`src/rtl/mem_arbiter.sv`:
```
// mem_arbiter
//
// Shares the single-ported data memory between the instruction-fetch port
// and the data (load/store) port. One transaction is in flight at a time:
// the winner's request is captured onto the memory bus, held for
// MEM_LATENCY cycles, and a one-cycle rvalid pulse returns the read data
// to the owner. The data port has fixed priority, but a starvation counter
// forces fetch to win after STARVE_LIMIT consecutive data wins over a
// pending fetch.
//
// Parameters
//   MEM_LATENCY   cycles the memory bus is held per access (1..7)
//   STARVE_LIMIT  data wins over a pending fetch before fetch is forced (1..15)
//
// Ports
//   clk, reset              rising-edge clock, asynchronous active-high reset
//   if_req/if_addr          fetch request and byte address
//   if_gnt                  fetch accepted this cycle (combinational)
//   if_rvalid/if_rdata      fetch response pulse and fetched word
//   d_req/d_we/d_size/d_ext data request, store flag, size, load sign-extend
//   d_addr/d_wdata          data byte address and store data
//   d_gnt                   data accepted this cycle (combinational)
//   d_rvalid/d_rdata        data response pulse and load data
//   mem_*                   registered memory bus; mem_rdata is combinational
//                           from mem_addr
module mem_arbiter #(
    parameter int unsigned MEM_LATENCY  = 2,
    parameter int unsigned STARVE_LIMIT = 4
) (
    input  logic        clk,
    input  logic        reset,
    input  logic        if_req,
    input  logic [0:31] if_addr,
    output logic        if_gnt,
    output logic        if_rvalid,
    output logic [0:31] if_rdata,
    input  logic        d_req,
    input  logic        d_we,
    input  logic [0:1]  d_size,
    input  logic        d_ext,
    input  logic [0:31] d_addr,
    input  logic [0:31] d_wdata,
    output logic        d_gnt,
    output logic        d_rvalid,
    output logic [0:31] d_rdata,
    output logic [0:31] mem_addr,
    output logic [0:31] mem_wdata,
    output logic        mem_we,
    output logic [0:1]  mem_size,
    output logic        mem_ext,
    input  logic [0:31] mem_rdata
);

    typedef enum logic [1:0] {
        IDLE = 2'b00,
        BUSY = 2'b01,
        RESP = 2'b10
    } state_t;

    localparam logic [2:0] LAT_MAX    = 3'(MEM_LATENCY);
    localparam logic [3:0] STARVE_MAX = 4'(STARVE_LIMIT);

    state_t      state_q,     state_d;
    logic [2:0]  cnt_q,       cnt_d;
    logic [3:0]  starve_q,    starve_d;
    logic        owner_d_q,   owner_d_d;     // 1 = data port owns the access
    logic [0:31] mem_addr_q,  mem_addr_d;
    logic [0:31] mem_wdata_q, mem_wdata_d;
    logic [0:1]  mem_size_q,  mem_size_d;
    logic        mem_ext_q,   mem_ext_d;
    logic        mem_we_q,    mem_we_d;
    logic        if_rvalid_q, if_rvalid_d;
    logic        d_rvalid_q,  d_rvalid_d;
    logic [0:31] if_rdata_q,  if_rdata_d;
    logic [0:31] d_rdata_q,   d_rdata_d;

    logic        can_grant;
    logic        if_win;
    logic        d_win;

    // Grants are only possible when nothing is in flight or the response is
    // being presented; held off while reset is asserted so gnt reads 0.
    assign can_grant = ((state_q == IDLE) || (state_q == RESP)) && !reset;

    // Arbitration: data wins unless fetch has been starved up to the limit.
    always_comb begin
        if_win = 1'b0;
        d_win  = 1'b0;
        if (can_grant) begin
            if (if_req && d_req) begin
                if (starve_q == STARVE_MAX) begin
                    if_win = 1'b1;
                end else begin
                    d_win = 1'b1;
                end
            end else begin
                if_win = if_req;
                d_win  = d_req;
            end
        end else begin
            if_win = 1'b0;
            d_win  = 1'b0;
        end
    end

    // Starvation counter: counts data wins over a waiting fetch, saturating.
    always_comb begin
        starve_d = starve_q;
        if (if_win) begin
            starve_d = 4'd0;
        end else if (d_win && if_req && (starve_q < STARVE_MAX)) begin
            starve_d = starve_q + 4'd1;
        end else begin
            starve_d = starve_q;
        end
    end

    // Transaction sequencing: capture on grant, count latency, respond.
    always_comb begin
        state_d     = state_q;
        cnt_d       = cnt_q;
        owner_d_d   = owner_d_q;
        mem_addr_d  = mem_addr_q;
        mem_wdata_d = mem_wdata_q;
        mem_size_d  = mem_size_q;
        mem_ext_d   = mem_ext_q;
        mem_we_d    = 1'b0;            // write strobe lasts one BUSY cycle
        if_rvalid_d = 1'b0;
        d_rvalid_d  = 1'b0;
        if_rdata_d  = if_rdata_q;
        d_rdata_d   = d_rdata_q;

        case (state_q)
            IDLE, RESP: begin
                if (if_win) begin
                    state_d    = BUSY;
                    cnt_d      = 3'd1;
                    owner_d_d  = 1'b0;
                    mem_addr_d = if_addr;
                    mem_size_d = 2'b11;
                    mem_ext_d  = 1'b0;
                    mem_we_d   = 1'b0;
                end else if (d_win) begin
                    state_d     = BUSY;
                    cnt_d       = 3'd1;
                    owner_d_d   = 1'b1;
                    mem_addr_d  = d_addr;
                    mem_wdata_d = d_wdata;
                    mem_size_d  = d_size;
                    mem_ext_d   = d_ext;
                    mem_we_d    = d_we;
                end else begin
                    state_d = IDLE;
                    cnt_d   = 3'd0;
                end
            end
            BUSY: begin
                if (cnt_q == LAT_MAX) begin
                    state_d = RESP;
                    cnt_d   = 3'd0;
                    if (owner_d_q) begin
                        d_rdata_d  = mem_rdata;
                        d_rvalid_d = 1'b1;
                    end else begin
                        if_rdata_d  = mem_rdata;
                        if_rvalid_d = 1'b1;
                    end
                end else begin
                    cnt_d = cnt_q + 3'd1;
                end
            end
            default: begin
                state_d = IDLE;
                cnt_d   = 3'd0;
            end
        endcase
    end

    // State and output registers; reset abandons any in-flight access.
    always_ff @(posedge clk or posedge reset) begin
        if (reset) begin
            state_q     <= IDLE;
            cnt_q       <= 3'd0;
            starve_q    <= 4'd0;
            owner_d_q   <= 1'b0;
            mem_addr_q  <= 32'h0;
            mem_wdata_q <= 32'h0;
            mem_size_q  <= 2'b00;
            mem_ext_q   <= 1'b0;
            mem_we_q    <= 1'b0;
            if_rvalid_q <= 1'b0;
            d_rvalid_q  <= 1'b0;
            if_rdata_q  <= 32'h0;
            d_rdata_q   <= 32'h0;
        end else begin
            state_q     <= state_d;
            cnt_q       <= cnt_d;
            starve_q    <= starve_d;
            owner_d_q   <= owner_d_d;
            mem_addr_q  <= mem_addr_d;
            mem_wdata_q <= mem_wdata_d;
            mem_size_q  <= mem_size_d;
            mem_ext_q   <= mem_ext_d;
            mem_we_q    <= mem_we_d;
            if_rvalid_q <= if_rvalid_d;
            d_rvalid_q  <= d_rvalid_d;
            if_rdata_q  <= if_rdata_d;
            d_rdata_q   <= d_rdata_d;
        end
    end

    assign if_gnt    = if_win;
    assign d_gnt     = d_win;
    assign if_rvalid = if_rvalid_q;
    assign d_rvalid  = d_rvalid_q;
    assign if_rdata  = if_rdata_q;
    assign d_rdata   = d_rdata_q;
    assign mem_addr  = mem_addr_q;
    assign mem_wdata = mem_wdata_q;
    assign mem_we    = mem_we_q;
    assign mem_size  = mem_size_q;
    assign mem_ext   = mem_ext_q;

endmodule

```
`config.mk`:
```
export PLATFORM = sky130hd
export DESIGN_NAME = mem_arbiter
export DESIGN_NICKNAME = d
export VERILOG_FILES = /design/src/rtl/mem_arbiter.sv
export SDC_FILE = /design/constraint.sdc
export NUM_CORES = 1
export LEC_CHECK = 0
export CAP_MARGIN = 20
export CORE_MARGIN = 1
export CORE_UTILIZATION = 39
export DETAILED_ROUTE_END_ITERATION = 7
export GPL_TIMING_DRIVEN = 0
export PLACE_DENSITY = 0.88
export SLEW_MARGIN = 20
export SYNTH_ARGS = -nofsm -noshare
export SYNTH_HDL_FRONTEND = slang
export SYNTH_SLANG_ARGS = --single-unit
```
`constraint.sdc`:
```
create_clock -name clk -period 4.7 [get_ports clk]
set_input_delay 0.94 -clock clk [delete_from_list [all_inputs] [get_ports clk]]
set_output_delay 0.94 -clock clk [all_outputs]
set_load 0.05 [all_outputs]
```
==> results of run 1 <==
==> report_power, final <==
group          total, mW  internal, mW  switching, mW
Sequential          2.17          1.83          0.331
Clock               1.49         0.986          0.506
Combinational       4.38          1.55           2.83
==> cell families (layout without fill, tap and decap cells) <==
kind of cell             after synthesis  after routing
adder cells (fa/ha/maj)                2              2
multiplexers                          99             99
buffers and inverters                 52            356
AO/OA/AOI/OAI                        107            107
AND/OR/NAND/NOR                       90             90
XOR/XNOR                               1              1
flip-flops                           144            144
==> cell type report <==
cell class | count | area, µm²
Timing Repair Buffer | 275 | 2790
Multi-Input combinational cell | 299 | 2480
Buffer | 42 | 233
Tap cell | 216 | 270
Fill cell | 1225 | 5820
Sequential cell | 144 | 3600
Inverter | 10 | 46.3
Clock inverter | 11 | 215
Clock buffer | 18 | 429
==> synth_stat cells, types with 3 or more instances <==
cell,n,share of area
dfrtp_1,144,0.57
clkbuf_1,17,0.010
a2111oi_1,20,0.031
nor4b_1,6,0.0083
mux2_1,97,0.17
buf_2,9,0.0071
buf_6,5,0.0089
a221oi_1,3,0.0041
buf_4,7,0.0083
a21oi_1,3,0.0024
buf_1,4,0.0024
a2111oi_0,8,0.011
nor3_1,57,0.045
nand2b_1,5,0.0049
o21ai_1,4,0.0031
inv_1,8,0.0047
nor2_1,3,0.0018
nand2_1,3,0.0018
o22ai_1,59,0.058
==> stage by stage <==
step,worst slack (ns),total power [mW],cell area [µm²],hold slack (ns),util
floorplan,1.56,4.99,6360,0.493,-
global placement,0.382,6.46,9340,0.466,0.588
detailed placement,0.370,6.57,9420,0.474,0.593
global route,0.280,8.37,10100,0.500,0.634
CTS,0.367,8.09,10100,0.487,0.634
finish,0.386,8.03,10100,0.481,0.634
==> sequential cells by signal (all words and copies together) (netlist names) <==
name and count:
mem_addr 32, cnt_q 3, if_rdata 32, mem_we 1, if_rvalid 1, mem_ext 1, d_rvalid 1, mem_wdata 32
starve_q 4, owner_d_q 1, state_q 2, d_rdata 32, mem_size 2
==> final timing paths <==
| path | from | endpoint | cells past startpoint |
|---|---|---|---|
| setup reg to reg | starve_q[0] | mem_addr[12] | 6 |
| max in group asynchronous | reset | if_rdata[20] | 5 |
| min in group asynchronous | reset | mem_addr[8] | 3 |
| hold reg to reg | d_rdata[16] | d_rdata[16] | 1 |
| hold / removal | d_rdata[16] | d_rdata[16] | 1 |
| setup / recovery | reset | if_gnt | 6 |
==> critical path, stage by stage <==
cell and delay (ns):
clkdlybuf4s50_1 0.43, buf_2 0.21, or3b_1 0.42, buf_2 0.22
a21oi_2 0.27, clkdlybuf4s50_1 0.89
==> metal layers <==
metal  track usage  part of all wire  vias to the layer above
li1              -                 -                     2497
met1         0.272              0.39                     2739
met2         0.386              0.50                      271
met3        0.0611             0.075                       52
met4         0.107             0.035                        0
met5             0                 0                        -
==> impl_metrics.toml, run 1 <==
[cts]
hold_buffers = 0
cts.sinks = 144
clk_pin_slew_ns = 0.06
cts_tree = "done"
cts_resized = 0
clk_path_buf_depth = 2
cts_buffers = 17
root_buffer = "clkbuf_16"
clk_latency_ns = 0.42
post-cts-setup-buffer-count = 0
cts-htree-levels = 4

[yosys]
synth_top_family_by_area = "multiplexers"
synth_compound_area_frac = 0.123
ys.flop_type = "dfrtp_1"
async_flop_share = 1.00
synth_simple_gate_area_frac = 0.0858
muxShareOfSynthArea = 0.175
synthAdderAreaFrac = 0.00394
syn-num-nets = 633
synth_edf_count = 0
syn_inst = 495
netlist_area_mm2 = 0.00636
synthXorXnorAreaFrac = 0.00138
yosysWarningCount = 0
synth_cell_types = 44
ys_seq_elements = 144
syn_area_per_cell_um2 = 12.8
yosysSeqAreaShare = 0.567

[timing]
hold_viol = 0
fin_crit_ns = 4.31
clock_skew_ns = 0.0113
setup_viol_count_final = 0
tns_ns = 0
max-slew-margin-rel = 0.529
fin_crit_sh = 0.918
max_clock_freq_ghz = 0.232
tightestPinTransition_ns = 0.701
timing.final.max_slew_violations = 0
rsz0062_at_grt = "false"

[global_routing]
grt_antenna_before_repair = 0
grt_max_degree = 35
grt_pass1_wl_um = 29500
grt_pass1_vias = 5711
grt_usage = 0.229
grt.overflow.total = 0

[worst_setup_path]
arrival_ns = 3.37
endpoint_kind = "output port"
crit_fanout = 10
r2r_slack_ns = 2.53
cp.required_ns = 3.76
worstSetupPathType = "input pin to output port"
start_kind = "input pin"

[outcome]
status = "finished, final reports clean"

[route]
first_pass_iters = 5
ant_nets = 0
avgRoutedWirePerCell_um = 18.5
wl_um = 18800
num_vias = 5559
drcViolationCount = 0
drt_iter0_markers = 333
drt-vias-per-instance = 5.48

[finish]
layout_common_cells = "clkdlybuf4s50_1 (271), dfrtp_1 (144), mux2_1 (97)"
area_delta_synth_final_pct = 58.4
drive_above_1_share = 0.0788
stdcell_count = 1015
diodes = 0
nNetsFinal = 927
final_common_cell = "clkdlybuf4s50_1"

[floorplan]
coreArea_mm2 = 0.0159
initial_core_util = 0.400
fp-row-count = 46
die_h_um = 130
die_width_um = 130
ioPinCount = 272
die-area_mm2 = 0.0168

[flow_run]
max-cap-violations = 0

[worst_hold_path]
hold_class = "flip-flop to flip-flop"

[place]
portBuffers = 271
dp_hpwl_um = 13800
routabilityCongestion = 0.845
placedCellCount = 986

[power_and_ir_drop]
ir_drop_v = 0.000443
p_per_area_mw_per_mm2 = 798
leakagePower_nw = 4.06
(Power assumes the default switching activity.)
==> run 2: changes to the inputs <==
==> constraint.sdc (replaced) <==
create_clock -name clk -period 3.75 [get_ports clk]
set_input_delay 0.75 -clock clk [delete_from_list [all_inputs] [get_ports clk]]
set_output_delay 0.75 -clock clk [all_outputs]
set_load 0.01 [all_outputs]
==> run 2 against run 1 <==
Count of clock-buffer cells in the layout is the same. Non-clock buffer count grew 2. First-iteration DRC count is 2.1% lower. Core utilization increased by 0.094 points. Power decreased by 1.7%. Global-route usage is the same. Cell area is 0.15% higher. Via count is 0.92% higher. Critical path depth unchanged. Sequential cell count unchanged. Largest cell class unchanged. Highest routed layer unchanged.
==> impl_metrics.toml, run 2 (synthesis results as in run 1) <==
[worst_setup_path]
cp_slowest_cell = "clkdlybuf4s50_1"
start_kind = "input pin"
cp.required_ns = 3.00
worstSetupPathType = "input pin to output port"
critPathTopFamily = "buffers and inverters"
worstPathCellList = "clkdlybuf4s50_1 > buf_2 > or3b_1 > buf_2 > a21oi_2 > clkdlybuf4s50_1"
arrival_ns = 2.92
crit_fanout = 10
critPathBufInv = 4
max_stage_delay_ns = 0.62
endpoint_kind = "output port"

[floorplan]
die_width_um = 130
ioPinCount = 272
coreArea_mm2 = 0.0159
initial_core_util = 0.400
die_h_um = 130
die-area_mm2 = 0.0168
fp-row-count = 46

[timing]
tightestPinTransition_ns = 0.701
max_clock_freq_ghz = 0.273
setup_viol_count_final = 0
clock_skew_ns = 0.0117
rsz0062_at_grt = "false"
hold_viol = 0
fin_crit_sh = 0.978
fin_crit_ns = 3.67
tns_ns = 0
timing.final.max_slew_violations = 0
max-slew-margin-rel = 0.529
setup_ws_ns = 0.0823

[place]
dp_slack_ns = 0.0675
routabilityCongestion = 0.845
portBuffers = 271
dp_hpwl_um = 13800
placedCellCount = 986

[route]
drt_iter0_markers = 326
num_vias = 5610
first_pass_iters = 5
ant_nets = 0
wl_um = 18900
avgRoutedWirePerCell_um = 18.6
drt-vias-per-instance = 5.52
drcViolationCount = 0

[cts]
cts_tree = "done"
cts_buffers = 17
post-cts-setup-buffer-count = 0
clk_path_buf_depth = 2
root_buffer = "clkbuf_16"
clk_pin_slew_ns = 0.06
clk_latency_ns = 0.42
cts.sinks = 144
cts-htree-levels = 4
hold_buffers = 0
cts_resized = 0

[finish]
final_common_cell = "clkdlybuf4s50_1"
stdcell_count = 1017
area_delta_synth_final_pct = 58.6
nNetsFinal = 929
n_fill_cell = 1223
layout_common_cells = "clkdlybuf4s50_1 (271), dfrtp_1 (144), mux2_1 (97)"
diodes = 0
drive_above_1_share = 0.0811

[power_and_ir_drop]
leakagePower_nw = 4.07
p_sw_frac = 0.306
ir_drop_v = 0.000400
power.share.clock = 0.237
p_per_area_mw_per_mm2 = 783
switchingPower_mw = 2.41
pwr-share-seq = 0.344
p_comb_frac = 0.420
p_int_mw = 5.49

[global_routing]
grt_usage = 0.229
grt_max_degree = 35
grt_pass1_wl_um = 29500
grt_antenna_before_repair = 0
grt_pass1_vias = 5711
grt.overflow.total = 0

[worst_hold_path]
hold_class = "flip-flop to flip-flop"

[flow_run]
max-cap-violations = 0

[outcome]
status = "finished, final reports clean"
run 2: path summary, 6_finish.rpt:
kind | slack, ns | from | depth (start not counted) | endpoint
max | 0.08 | reset | 6 | if_gnt
min | 0.48 | d_rdata[16] | 1 | d_rdata[16]
max reg2reg | 1.58 | starve_q[0] | 6 | mem_addr[12]
min reg2reg | 0.48 | d_rdata[16] | 1 | d_rdata[16]
max in group asynchronous | 1.97 | reset | 5 | if_rdata[20]
min in group asynchronous | 0.97 | reset | 3 | mem_addr[8]
run 2: per-layer routing:
metal	global-route usage	vias up	wire length (µm)
met5	0	-	0
met4	0.107	0	673
met3	0.0611	57	1470
met2	0.386	293	9400
met1	0.272	2763	7320
li1	-	2497	-
run 2: layout make-up:
type,instances,area [µm²],share of cell area
clock inverters,11,215,0.0213
well taps,216,270,0.0268
clock buffers,18,429,0.0426
repair buffers,277,2810,0.278
flip-flops and latches,144,3600,0.357
inverters,10,46.3,0.00459
plain buffers,42,233,0.0231
multi-input cells,299,2480,0.246
run 2: stage by stage:
stage	area [µm²]	utilization	total power, mW	hold slack [ns]
finish	10100	0.635	7.90	0.481
global route	10100	0.635	8.32	0.500
CTS	10100	0.634	7.96	0.487
detailed placement	9420	0.593	6.05	0.474
global placement	9340	0.588	5.92	0.466
floorplan	6360	-	4.11	0.493
run 2: power groups by stage:
stage | clock network, mW | registers [mW] | logic [mW]
3_3_place_gp | 0 | 2.69 | 3.23
5_1_grt | 1.97 | 2.80 | 3.55
4_1_cts | 1.91 | 2.71 | 3.34
2_1_floorplan | 0 | 3.03 | 1.07
3_5_place_dp | 0 | 2.74 | 3.31
6_report | 1.87 | 2.72 | 3.31
run 2: worst register-to-register path, delay by kind of cell (launching register included):
kind | cells | cell delay, ns
DFF | 1 | 0.38
buffers and inverters | 2 | 0.57
and+or+nand+nor | 2 | 0.42
adders and majority gates | 1 | 0.21
AOI/OAI and AO/OA | 1 | 0.45
==> run 3: changes to the inputs <==
--- a/config.mk
+++ b/config.mk
@@ -11,7 +11,7 @@
 export DETAILED_ROUTE_END_ITERATION = 7
 export GPL_TIMING_DRIVEN = 0
 export PLACE_DENSITY = 0.88
-export SLEW_MARGIN = 20
+export SLEW_MARGIN = 15
 export SYNTH_ARGS = -nofsm -noshare
 export SYNTH_HDL_FRONTEND = slang
 export SYNTH_SLANG_ARGS = --single-unit
==> run 3 against run 2 <==
Register-to-register slack about the same. Power shrank 1.0%. Sequential cell count unchanged. Die area unchanged. Hold slack barely moved. Critical path type unchanged.
==> impl_metrics.toml, run 3 (synthesis results as in run 1) <==
[cts]
root_buffer = "clkbuf_16"
cts_buffers = 17
clk_latency_ns = 0.42
cts.sinks = 144
cts_tree = "done"
cts-htree-levels = 4
clk_path_buf_depth = 2
post-cts-setup-buffer-count = 0
clk_pin_slew_ns = 0.05
hold_buffers = 0

[timing]
max-slew-margin-rel = 0.513
clock_skew_ns = 0.00920
tns_ns = 0
max_clock_freq_ghz = 0.276
hold_viol = 0
fin_crit_ns = 3.63
tightestPinTransition_ns = 0.726
fin_crit_sh = 0.967
timing.final.max_slew_violations = 0
setup_viol_count_final = 0
rsz0062_at_grt = "false"

[route]
drcViolationCount = 0
drt_iter0_markers = 355
ant_nets = 0
avgRoutedWirePerCell_um = 18.4
num_vias = 5608
wl_um = 18700
first_pass_iters = 5
drt-vias-per-instance = 5.53

[worst_setup_path]
critPathBufInv = 4
crit_fanout = 10
cp_slowest_cell = "clkdlybuf4s50_1"
start_kind = "input pin"
worstSetupPathType = "input pin to output port"
endpoint_kind = "output port"
arrival_ns = 2.88
critPathTopFamily = "buffers and inverters"
worstPathCellList = "clkdlybuf4s50_1 > buf_2 > or3b_1 > buf_2 > a21oi_2 > clkdlybuf4s50_1"
max_stage_delay_ns = 0.61
cp.required_ns = 3.00

[floorplan]
die-area_mm2 = 0.0168
fp-row-count = 46
coreArea_mm2 = 0.0159
initial_core_util = 0.400
die_width_um = 130
die_h_um = 130
ioPinCount = 272

[outcome]
status = "finished, final reports clean"

[power_and_ir_drop]
power_mw = 7.82
leakagePower_nw = 4.06
p_per_area_mw_per_mm2 = 778
ir_drop_v = 0.000390

[finish]
n_fill_cell = 1232
layout_common_cells = "clkdlybuf4s50_1 (270), dfrtp_1 (144), mux2_1 (97)"
nNetsFinal = 927
area_delta_synth_final_pct = 58.0
drive_above_1_share = 0.0788
diodes = 0
final_common_cell = "clkdlybuf4s50_1"

[place]
portBuffers = 271
dp_hpwl_um = 13800
routabilityCongestion = 0.845

[global_routing]
grt_pass1_vias = 5726
grt_usage = 0.229
grt_max_degree = 36
grt_antenna_before_repair = 0
grt.overflow.total = 0
grt_pass1_wl_um = 29500

[worst_hold_path]
hold_class = "flip-flop to flip-flop"

[flow_run]
max-cap-violations = 0
==> run 3: cell types whose count changed in the layout (fill, tap and decap cells not counted) <==
cell and delta:
dlymetal6s2s_1 +1, clkinvlp_4 +2, clkinv_4 -1, buf_4 -2, bufinv_16 -1, clkdlybuf4s50_1 -1
==> run 3: repair_timing <==
| item | CTS | global route |
|---|---|---|
| gates resized for setup | 0 | 1 |
| hold endpoints to repair | 0 | 0 |
| endpoints found under the setup margin | 0 | 1 |
==> run 3: per-layer routing <==
metal	share of wire	GRT usage	vias up
li1	-	-	2497
met2	0.49	0.372	295
met5	0	0	-
met3	0.080	0.0656	70
met4	0.040	0.118	0
met1	0.39	0.276	2746
==> run 3: report_power, final <==
part	internal [mW]	switching, mW
combinational	1.95	1.36
sequential	2.30	0.415
clock	1.17	0.633
total	5.41	2.41
==> run 3: path summary, 6_finish.rpt <==
check	startpoint	endpoint	slack [ns]	depth (start not counted)
worst max register to register	starve_q[0]	mem_addr[12]	1.59	6
max in group asynchronous	reset	if_rdata[18]	1.95	5
worst max-delay path	reset	if_gnt	0.12	6
min in group asynchronous	reset	mem_addr[8]	0.97	3
worst min register to register	mem_wdata[20]	mem_wdata[20]	0.48	1
worst min-delay path	mem_wdata[20]	mem_wdata[20]	0.48	1
==> run 3: stage by stage <==
step	area (µm²)	instances	setup WS [ns]	utilization	hold slack, ns
floorplan	6360	495	0.988	-	0.493
global placement	9340	982	-0.312	0.588	0.466
detailed placement	9420	986	0.0791	0.593	0.474
CTS	10000	1015	0.0736	0.632	0.487
global route	10000	1015	0.0302	0.632	0.496
finish	10000	1015	0.123	0.632	0.481
==> run 3: final cells by class <==
cell class	instances	area [µm²]	share of cell area
Buffer	42	233	0.0232
Inverter	10	46.3	0.00461
Multi-Input combinational cell	299	2480	0.247
Timing Repair Buffer	275	2800	0.278
Tap cell	216	270	0.0269
Clock buffer	18	429	0.0427
Clock inverter	11	191	0.0191
Sequential cell	144	3600	0.359
